===== src/rtl/piso_shift_tx.sv =====
// piso_shift_tx: parallel-in/serial-out transmitter with a frame qualifier.
// Ports:
//   clk, reset (async, active-high)
//   in_data[WIDTH-1:0], in_valid -> in_ready : word handshake
//   sout, sframe, busy, done                  : registered serial outputs
module piso_shift_tx #(
    parameter int WIDTH     = 4,
    parameter bit LSB_FIRST = 1'b1,
    parameter int DIV       = 1
) (
    input  logic             clk,
    input  logic             reset,
    input  logic [WIDTH-1:0] in_data,
    input  logic             in_valid,
    output logic             in_ready,
    output logic             sout,
    output logic             sframe,
    output logic             busy,
    output logic             done
);

    localparam int BW = (WIDTH > 1) ? $clog2(WIDTH) : 1;
    localparam int DW = (DIV > 1) ? $clog2(DIV) : 1;
    localparam logic [BW-1:0] BIT_LAST = BW'(WIDTH - 1);
    localparam logic [DW-1:0] DIV_LAST = DW'(DIV - 1);

    typedef enum logic {
        IDLE,
        SHIFT
    } state_t;

    state_t           state;
    logic [WIDTH-1:0] shreg;
    logic [BW-1:0]    bit_cnt;
    logic [DW-1:0]    div_cnt;
    logic             bit_end;

    assign in_ready = ~reset & (state == IDLE);
    assign bit_end  = (div_cnt == DIV_LAST);

    // sout is loaded with the first bit on the accept edge; shreg keeps
    // only the bits still to be sent, aligned so the next one sits at
    // the end that is shifted out.
    always_ff @(posedge clk or posedge reset) begin
        if (reset) begin
            state   <= IDLE;
            shreg   <= '0;
            bit_cnt <= '0;
            div_cnt <= '0;
            sout    <= 1'b0;
            sframe  <= 1'b0;
            busy    <= 1'b0;
            done    <= 1'b0;
        end else begin
            done <= 1'b0;
            unique case (state)
                IDLE: begin
                    if (in_valid && in_ready) begin
                        state   <= SHIFT;
                        sframe  <= 1'b1;
                        busy    <= 1'b1;
                        bit_cnt <= '0;
                        div_cnt <= '0;
                        if (LSB_FIRST) begin
                            sout  <= in_data[0];
                            shreg <= in_data >> 1;
                        end else begin
                            sout  <= in_data[WIDTH-1];
                            shreg <= in_data << 1;
                        end
                    end
                end
                SHIFT: begin
                    if (bit_end) begin
                        div_cnt <= '0;
                        if (bit_cnt == BIT_LAST) begin
                            state   <= IDLE;
                            bit_cnt <= '0;
                            shreg   <= '0;
                            sout    <= 1'b0;
                            sframe  <= 1'b0;
                            busy    <= 1'b0;
                            done    <= 1'b1;
                        end else begin
                            bit_cnt <= bit_cnt + 1'b1;
                            if (LSB_FIRST) begin
                                sout  <= shreg[0];
                                shreg <= shreg >> 1;
                            end else begin
                                sout  <= shreg[WIDTH-1];
                                shreg <= shreg << 1;
                            end
                        end
                    end else begin
                        div_cnt <= div_cnt + 1'b1;
                    end
                end
                default: state <= IDLE;
            endcase
        end
    end

endmodule


===== config.mk =====
export PLATFORM = sky130hd
export DESIGN_NAME = piso_shift_tx
export DESIGN_NICKNAME = d
export VERILOG_FILES = /design/src/rtl/piso_shift_tx.sv
export SDC_FILE = /design/constraint.sdc
export NUM_CORES = 1
export LEC_CHECK = 0
export CELL_PAD_IN_SITES_DETAIL_PLACEMENT = 1
export CELL_PAD_IN_SITES_GLOBAL_PLACEMENT = 2
export CORE_MARGIN = 2
export CORE_UTILIZATION = 29
export DETAILED_ROUTE_END_ITERATION = 10
export GPL_TIMING_DRIVEN = 0
export MAX_ROUTING_LAYER = met4
export PLACE_DENSITY = 0.76
export SLEW_MARGIN = 0
export SYNTH_ARGS = -nofsm -noshare
export SYNTH_HDL_FRONTEND = slang
export SYNTH_SLANG_ARGS = --single-unit
export TNS_END_PERCENT = 30

===== constraint.sdc =====
create_clock -name clk -period 2.2 [get_ports clk]
set_input_delay 0.33 -clock clk [delete_from_list [all_inputs] [get_ports clk]]
set_output_delay 0.33 -clock clk [all_outputs]
set_load 0.01 [all_outputs]

* Word-level counts from Yosys, hierarchy flattened
Cells that the tools add are included.
Word-level totals: bits in registers 11, input port bits 7
Operators by class: reductions and logical operators 3, add/subtract/negate cells 2, equal/unequal tests 4, bitwise gates (word level) 3, mux-type cells 26
Operators by type and width (number):
- $mux W1 | 14
- $mux W4 | 2
- $pmux W1 S2 | 4
- $pmux W4 S2 | 1
- $mux W2 | 3
- $ne A2 B1 Y1 const B | 2
- $pmux W2 S2 | 1
- $mux W3 | 1
- $reduce_and A3 Y1 | 1
- $add A2 B1 Y2 const B | 1
- $eq A2 B2 Y1 const B | 1
- $ne A2 B2 Y1 const B | 1
- $not A1 Y1 | 2
- $reduce_and A2 Y1 | 1
- $add A1 B1 Y1 const B | 1
- $and A1 B1 Y1 | 1
- $logic_and A1 B1 Y1 | 1

* Depth between registers and ports, before layout
Gate-level depths: netlist of run 1.
depth after elaboration 5, depth in mapped cells 4, depth with buffers taken out 4

* Worst setup path after synthesis of run 1
No wires, ideal clock.
path type flip-flop to output port, start point register state, end point output in_ready, path buffers 1, stages on the path, launching flop included 3, arrival 0.739 ns, path slack 1.131 ns, required time 1.870 ns, cells stage by stage dfrtp_1 buf_2 nor2_1
Between the ends: cells in the longest elaborated chain, start to end 2
Ends and longest elaborated chain:
- from (decl) | RTL line 32 | state_t state;
- from (signal assigned) | RTL line 46 | state <= IDLE;
- from (signal assigned) | RTL line 59 | state <= SHIFT;
- from (signal assigned) | RTL line 77 | state <= IDLE;
- $not A1 Y1
- $and A1 B1 Y1 | RTL line 38 | assign in_ready = ~reset & (state == IDLE);
- to (decl) | RTL line 15 | output logic in_ready,
Every way passes these cells.

* Worst setup path after layout of run 1
Same ends and word-level chain as after synthesis.

==> flow_summary.ini, run 1 <==
[run_status]
outcome = finished clean

[cts]
clk-insertion-delay-late_ns = 0.27
cts_root_buffer = clkbuf_4
cts_setup_buffers = 0
cts_hold_buf = 0
htree_levels = 1
numClockSinks = 9
clockBufferDepth = 2
cts_resized = 0
cts_tree = built
numCtsBuffers = 3
cts.clk_slew.worst_paths_ns = 0.07

[die]
rows = 13
die_x_um = 42.7
core-area_um2 = 1350
pin_count = 12
start_util_pct = 32.2
die_area_um2 = 1820
die_h_um = 42.7

[synthesis]
synthesis.nets = 49
yosysWarnings = 0
yosysSeqAreaShare_pct = 51.9
ys_types = 16
synth_area_um2 = 434
avgSynthCellArea_um2 = 10.9
synth_cells = 40
ys_ff_latch = 9

[layout]
final_layout_size_suffix_gt1_share_pct = 12.7
most-common-layout-cells = clkdlybuf4s50_1 (11), dfrtp_1 (9), nand2_1 (7), mux2i_1 (5)
area_growth_pct = 35.7
final_nets = 65
fin_cells = 70
final_common_cell = clkdlybuf4s50_1
final_cell_area_um2 = 589
insertedDiodeCount = 0
fill_cells = 157

[flow_run]
cap_viol_max_count = 0

[worst_setup_path]
reg2reg_to = bit_cnt[0]
reg2reg_slack_ns = 1.10
crit_buf_inv = 2
critPathSlowestCell = clkdlybuf4s50_1
rr_startpoint = bit_cnt[0]
critPathArrivalTime_ns = 1.53
cp-start-kind = flip-flop
critPathTopFamily = buffers and inverters
crit_chain = buf_2 -> nor2_1 -> clkdlybuf4s50_1
cp_max_fo = 10
crit_required_ns = 1.87
worst-r2r-cell-count = 3
max_stage_delay_ns = 0.54
end_kind = primary output
path_class = flip-flop to primary output

[global_routing]
grt_use_met1_pct = 12.8
top_usage_layer = met2
grt_pass1_vias = 368
grt_util_met2_pct = 20.9
grt_overflow = 0
use_met3_pct = 4.26
grt_antenna_before_repair = 0
grt_pass1_wl_mm = 1.60
grt_use_total_pct = 12.4
grt_max_degree = 11

[sta]
slew_headroom_pct = 76.3
period_share_pct = 84.6
max_slew.worst_pin.slew_ns = 0.355
skew_ns = 0.00410
period_minus_slack_ns = 1.86
hold_viol_final = 0
drv_slew = 0
tns_ns = 0
finalSetupViolations = 0
clock.fmax_mhz = 537
rsz0062_at_grt = no

[placed_design]
placed_area_um2 = 563
place_hpwl_um = 688
numPortBuffers = 11
gp_congestion = 0.796
dp_cells = 66

[drt]
wl_per_cell_um = 12.9
vias = 335
via_per_inst = 4.79
antenna_left = 0
drt-total-wl_um = 902
dr.pass1.iters = 2
drc_errors = 0
drt-initial-drc-count = 3

[min_path]
hold_path_class = input pin to async pin

[power_and_ir_drop]
leakagePower_nw = 0.293
finalPower_w = 0.000718
irDropWorstVdd_mv = 0.469
power_density_nw_per_um2 = 1220
## cell usage after synthesis
master,count,share of area (%)
o21ai_0,2,2.3
buf_8,1,3.5
dfrtp_1,9,52
mux2i_1,5,12
nand2_1,7,6.1
ha_1,2,5.8
o21ai_1,2,2.3
nand2b_4,1,3.2
a22o_1,1,2.0
inv_1,2,1.7
nor2b_1,1,1.4
and2_1,1,1.4
nor2_1,3,2.6
o22ai_1,1,1.4
buf_2,1,1.2
buf_4,1,1.7
## worst max-delay path by stage
stage | start | endpoint | slack (ns) | cells after the start
after global placement | reset | in_ready | 0.47 | 3
after detailed placement | reset | in_ready | 0.43 | 3
final | state | in_ready | 0.34 | 3
after global routing | state | in_ready | 0.25 | 3
after floorplan | state | in_ready | 1.13 | 2
after CTS | state | in_ready | 0.33 | 3
## layout make-up
class                   count  area [um2]  share of cell area, %
inverters                   2        7.51                   1.27
well taps                  15        18.8                   3.18
plain buffers               3        27.5                   4.67
flip-flops and latches      9         225                   38.2
multi-input cells          26         174                   29.5
repair buffers             11         110                   18.7
clock buffers               4        26.3                   4.46
## layer usage
| layer | wire, um | vias up | share of wire, % |
|---|---|---|---|
| met5 | 0 | - | 0 |
| met1 | 379 | 159 | 42 |
| met3 | 70 | 3 | 7.8 |
| met4 | 17 | 0 | 1.9 |
| li1 | - | 161 | - |
| met2 | 434 | 12 | 48 |
## flip-flops by register name, summed over array words and instances, names as in the netlist
name,count
shreg,3
bit_cnt,2
busy,1
done,1
sout,1
state,1
## kinds of logic (layout without fill, tap and decap cells)
kind of cell | count (synthesis) | in the layout | synth area share, %
compound gates | 6 | 6 | 8.07
fa+ha+maj | 2 | 2 | 5.76
buf+inv | 5 | 20 | 8.07
flops | 9 | 9 | 51.9
mux | 5 | 5 | 11.5
simple gates | 13 | 13 | 14.7
## where the power goes
group	leakage (nW)	switching [W]	internal (W)	total (W)
combinational	0.164	0.000137	0.000165	0.000302
sequential	0.114	0.0000469	0.000234	0.000281
clock	0.0150	0.0000651	0.0000702	0.000135
total	0.293	0.000249	0.000469	0.000718
## metrics by stage
stage	worst slack [ns]	hold slack [ns]	utilization, %
floorplan	1.13	0.158	-
global placement	0.470	0.469	41.7
detailed placement	0.428	0.490	41.7
CTS	0.329	0.428	43.7
global route	0.250	0.452	43.7
finish	0.338	0.408	43.7
(Power assumes the default switching activity.)
==> run 2, diff against run 1 <==
--- a/config.mk
+++ b/config.mk
@@ -8,11 +8,11 @@
 export CELL_PAD_IN_SITES_DETAIL_PLACEMENT = 1
 export CELL_PAD_IN_SITES_GLOBAL_PLACEMENT = 2
 export CORE_MARGIN = 2
-export CORE_UTILIZATION = 29
+export CORE_UTILIZATION = 24
 export DETAILED_ROUTE_END_ITERATION = 10
 export GPL_TIMING_DRIVEN = 0
 export MAX_ROUTING_LAYER = met4
-export PLACE_DENSITY = 0.76
+export PLACE_DENSITY = 0.67
 export SLEW_MARGIN = 0
 export SYNTH_ARGS = -nofsm -noshare
 export SYNTH_HDL_FRONTEND = slang
==> constraint.sdc (replaced) <==
create_clock -name clk -period 1.7 [get_ports clk]
set_input_delay 0.255 -clock clk [delete_from_list [all_inputs] [get_ports clk]]
set_output_delay 0.255 -clock clk [all_outputs]
set_load 0.01 [all_outputs]
==> run 2 against run 1 <==
  * Sequential power up 29%
  * Sequential share of layout area down 0.87 points
  * Via count down 2.7%
  * Largest cell class unchanged
  * Non-clock buffer count unchanged
==> flow_summary.ini, run 2 (same netlist as run 1, synthesis figures left out) <==
[drt]
drc_errors = 0
drt-total-wl_um = 843
via_per_inst = 4.08
dr.pass1.iters = 2
vias = 326
drt-initial-drc-count = 2
wl_per_cell_um = 10.5
antenna_left = 0

[power_and_ir_drop]
pwr-share-seq_pct = 39.6
leakagePower_nw = 0.298
irDropWorstVdd_mv = 0.591
finalPower_w = 0.000915
internal-power_w = 0.000608
p_sw_w = 0.000308
pwr-share-clk_pct = 17.9
power_density_nw_per_um2 = 1520
switching_share_pct = 33.6
combPwrFrac_pct = 42.5

[cts]
numCtsBuffers = 3
cts_setup_buffers = 0
cts_tree = built
cts_root_buffer = clkbuf_4
clk-insertion-delay-late_ns = 0.26
cts.clk_slew.worst_paths_ns = 0.06
cts_hold_buf = 0
numClockSinks = 9
cts_resized = 2
clockBufferDepth = 2
htree_levels = 1

[layout]
area_growth_pct = 38.9
final_layout_size_suffix_gt1_share_pct = 12.7
insertedDiodeCount = 0
final_common_cell = clkdlybuf4s50_1
final_nets = 65
most-common-layout-cells = clkdlybuf4s50_1 (10), dfrtp_1 (9), nand2_1 (7), mux2i_1 (5)
reg.largest.list = shreg (3), bit_cnt (2)
fill_cells = 196
regMostFlops = shreg
final_cell_area_um2 = 603
largest_reg_flops = 3

[flow_run]
cap_viol_max_count = 0

[worst_setup_path]
critPathArrivalTime_ns = 1.25
worst-r2r-cell-count = 4
max_stage_delay_ns = 0.52
critPathSlowestCell = clkdlybuf4s50_1
cp-start-kind = flip-flop
crit_chain = buf_4 -> clkdlybuf4s50_1
end_kind = primary output
crit_required_ns = 1.44
path_depth = 2
crit_start = busy
critPathTopFamily = buffers and inverters
rr_startpoint = bit_cnt[0]
cp_max_fo = 3
path_class = flip-flop to primary output
crit_buf_inv = 2

[global_routing]
grt_pass1_vias = 310
grt_pass1_wl_mm = 1.35
grt_util_met2_pct = 14.2
grt_use_met1_pct = 11.0
top_usage_layer = met2
grt_antenna_before_repair = 0
use_met3_pct = 3.14
grt_use_total_pct = 10.2
grt_max_degree = 11
grt_overflow = 0

[placed_design]
placed_area_um2 = 576
numPortBuffers = 11
gp_congestion = 0.723
place_hpwl_um = 652

[die]
die_area_um2 = 2170
die_x_um = 46.5
core-area_um2 = 1710
start_util_pct = 25.4
rows = 15
die_h_um = 46.5
pin_count = 12

[sta]
slew_headroom_pct = 77.2
hold_viol_final = 0
clock.fmax_mhz = 665
rsz0062_at_grt = no
period_share_pct = 88.4
finalSetupViolations = 0
skew_ns = 0.00375
max_slew.worst_pin.slew_ns = 0.342
tns_ns = 0
period_minus_slack_ns = 1.50
drv_slew = 0

[run_status]
outcome = finished clean

[min_path]
hold_path_class = input pin to async pin
-- run 2: changes by cell type in the layout (fill, tap and decap cells not counted), sizes merged --
cell           delta
dlygate4sd2       +1
clkdlybuf4s50     -1
-- run 2: power groups by stage --
stage	sequential, W	combinational (W)	clock [W]
after floorplan	0.000370	0.000220	0
after CTS	0.000366	0.000397	0.000174
after global routing	0.000376	0.000426	0.000190
after detailed placement	0.000371	0.000391	0
after global placement	0.000364	0.000385	0
final	0.000363	0.000389	0.000164
-- run 2: through the flow --
stage,utilization (%),instances,hold slack (ns),setup WS [ns]
after global routing,35.3,80,0.385,0.127
final,35.3,80,0.319,0.196
after global placement,33.7,76,0.475,0.104
after detailed placement,33.7,76,0.494,0.0996
after CTS,35.3,80,0.338,0.165
after floorplan,-,40,0.0829,0.706
-- run 2: worst reg2reg max path, cell delays in order, from the launching register on --
cell     delay, ns
dfrtp_1       0.40
ha_1          0.24
nor2b_1       0.23
nand2_1       0.08
o21ai_1       0.09
-- run 2: worst paths after layout --
kind | end | slack (ns)
hold reg to reg | sout | 0.51
setup / recovery | sframe | 0.20
setup reg to reg | shreg[0] | 0.59
min in group clk | sout | 0.51
max in group asynchronous | bit_cnt[1] | 1.13
hold / removal | done | 0.32
-- run 2: layout make-up --
type                    count  area, um2  share of cell area (%)
flip-flops and latches      9        225                    37.3
plain buffers               3       30.0                    4.98
repair buffers             11        109                    18.0
clock buffers               4       26.3                    4.36
well taps                  25       31.3                    5.19
inverters                   2       7.51                    1.24
multi-input cells          26        174                    28.8
-- run 2: routing by layer --
layer / share of wire [%] / vias to the layer above
met1: 45 / 155
met3: 7.2 / 2
met5: 0 / -
met4: 1.8 / 0
met2: 46 / 9
li1: - / 160
==> run 3, diff against run 2 <==
--- a/config.mk
+++ b/config.mk
@@ -12,7 +12,7 @@
 export DETAILED_ROUTE_END_ITERATION = 10
 export GPL_TIMING_DRIVEN = 0
 export MAX_ROUTING_LAYER = met4
-export PLACE_DENSITY = 0.67
+export PLACE_DENSITY = 0.77
 export SLEW_MARGIN = 0
 export SYNTH_ARGS = -nofsm -noshare
 export SYNTH_HDL_FRONTEND = slang
==> run 3 against run 2 <==
  * Sequential power about the same
  * Sequential share of layout area unchanged
  * Wire length up 5.8%
  * Clock-buffer cell count unchanged
  * Via count down 1.5%
  * Register-to-register slack better by 0.02 ns
  * Critical path depth unchanged
  * Combinational power about the same
  * First-iteration DRC count up 50%
  * Global-route usage up 0.86 points
  * Critical endpoint unchanged
  * Highest routed layer unchanged
==> flow_summary.ini, run 3 (same netlist as run 1, synthesis figures left out) <==
[cts]
cts_hold_buf = 0
numClockSinks = 9
cts_tree = built
cts.clk_slew.worst_paths_ns = 0.06
clk-insertion-delay-late_ns = 0.27
numCtsBuffers = 3
clockBufferDepth = 2
cts_root_buffer = clkbuf_4
htree_levels = 1

[placed_design]
numPortBuffers = 11
pre_cts_ws_ns = 0.0976
dp_cells = 76
gp_congestion = 0.714
place_hpwl_um = 622

[sta]
rsz0062_at_grt = no
period_share_pct = 88.8
tns_ns = 0
hold_viol_final = 0
slew_headroom_pct = 74.7
clock.fmax_mhz = 662
max_slew.worst_pin.slew_ns = 0.379
finalSetupViolations = 0
skew_ns = 0.000609
drv_slew = 0
fin_ws_ns = 0.190
period_minus_slack_ns = 1.51

[worst_setup_path]
cp_max_fo = 3
critPathTopFamily = buffers and inverters
worst-r2r-cell-count = 3
max_stage_delay_ns = 0.52
crit_required_ns = 1.44
rr_startpoint = bit_cnt[0]
end_kind = primary output
crit_start = busy
critPathArrivalTime_ns = 1.26
crit_buf_inv = 2
reg2reg_slack_ns = 0.61
crit_chain = buf_4 -> clkdlybuf4s50_1
reg2reg_to = bit_cnt[0]
critPathSlowestCell = clkdlybuf4s50_1
cp-start-kind = flip-flop
path_class = flip-flop to primary output

[global_routing]
grt_max_degree = 11
grt_antenna_before_repair = 0
grt_pass1_vias = 312
grt_use_total_pct = 11.0
grt_overflow = 0
grt_pass1_wl_mm = 1.45

[layout]
insertedDiodeCount = 0
fill_cells = 191
regMostFlops = shreg
fin_cells = 80
final_layout_size_suffix_gt1_share_pct = 12.7
final_common_cell = clkdlybuf4s50_1
area_growth_pct = 38.9
multiInputGateArea_um2 = 174
reg.largest.list = shreg (3), bit_cnt (2)
utilization_pct = 35.3
largest_reg_flops = 3
regArea_um2 = 225
most-common-layout-cells = clkdlybuf4s50_1 (10), dfrtp_1 (9), nand2_1 (7), mux2i_1 (5)
final_nets = 65

[power_and_ir_drop]
internal-power_w = 0.000609
leakagePower_nw = 0.298
finalPower_w = 0.000923
p_sw_w = 0.000314
pwr-share-seq_pct = 39.2
pwr-share-clk_pct = 18.4
combPwrFrac_pct = 42.4
irDropWorstVdd_mv = 0.554
switching_share_pct = 34.0
power_density_nw_per_um2 = 1530

[die]
pin_count = 12
rows = 15
die_x_um = 46.5
die_area_um2 = 2170
die_h_um = 46.5
core-area_um2 = 1710
start_util_pct = 25.4

[min_path]
hold_path_class = input pin to async pin

[flow_run]
cap_viol_max_count = 0

[drt]
drc_errors = 0
antenna_left = 0
via_per_inst = 4.01
vias = 321
wl_per_cell_um = 11.2
dr.pass1.iters = 4
drt-initial-drc-count = 3
drt-total-wl_um = 892

[run_status]
outcome = finished clean
## run 3: cell counts in the layout (fill, tap and decap cells not counted)
No cell type changed its count.
## run 3: what timing repair did
item	4_1_cts	5_1_grt
gates resized for setup	2	0
endpoints found under the setup margin	1	0
setup buffers	0	0
hold endpoints to repair	0	0
## run 3: cell type report
type	count	area share [%]
multi-input cells	26	28.8
repair buffers	11	18.0
flip-flops and latches	9	37.3
plain buffers	3	4.98
well taps	25	5.19
inverters	2	1.24
clock buffers	4	4.36
## run 3: stage by stage
stage	instance area [um2]	hold slack [ns]
after CTS	603	0.332
after global routing	603	0.357
after global placement	576	0.469
after floorplan	434	0.0829
after detailed placement	576	0.483
final	603	0.325
## run 3: worst max path at each step
stage          cells after the start  slack (ns)  endpoint
2_1_floorplan                      2        0.71  in_ready
3_3_place_gp                       3        0.12  in_ready
3_5_place_dp                       3         0.1  in_ready
4_1_cts                            2        0.17    sframe
5_1_grt                            2        0.13    sframe
6_report                           2        0.19    sframe
## run 3: power by group through the flow
stage	Combinational [W]	Sequential, W	Clock, W
floorplan	0.000220	0.000370	0
detailed placement	0.000396	0.000367	0
finish	0.000391	0.000362	0.000170
global route	0.000435	0.000375	0.000194
global placement	0.000380	0.000363	0
CTS	0.000403	0.000365	0.000179
## run 3: layer usage
| layer | track usage (%) | vias to the layer above | routed length, um |
|---|---|---|---|
| met5 | - | - | 0 |
| met4 | 12.0 | 0 | 46 |
| met3 | 3.92 | 5 | 54 |
| met2 | 15.6 | 11 | 401 |
| met1 | 11.1 | 146 | 390 |
| li1 | - | 159 | - |
## run 3: worst register-to-register path, delay by kind of cell, from the launching register on
family | cells | cell delay, ns
adders and majority gates | 1 | 0.24
and+or+nand+nor | 1 | 0.21
AOI/OAI and AO/OA | 1 | 0.18
DFF | 1 | 0.40
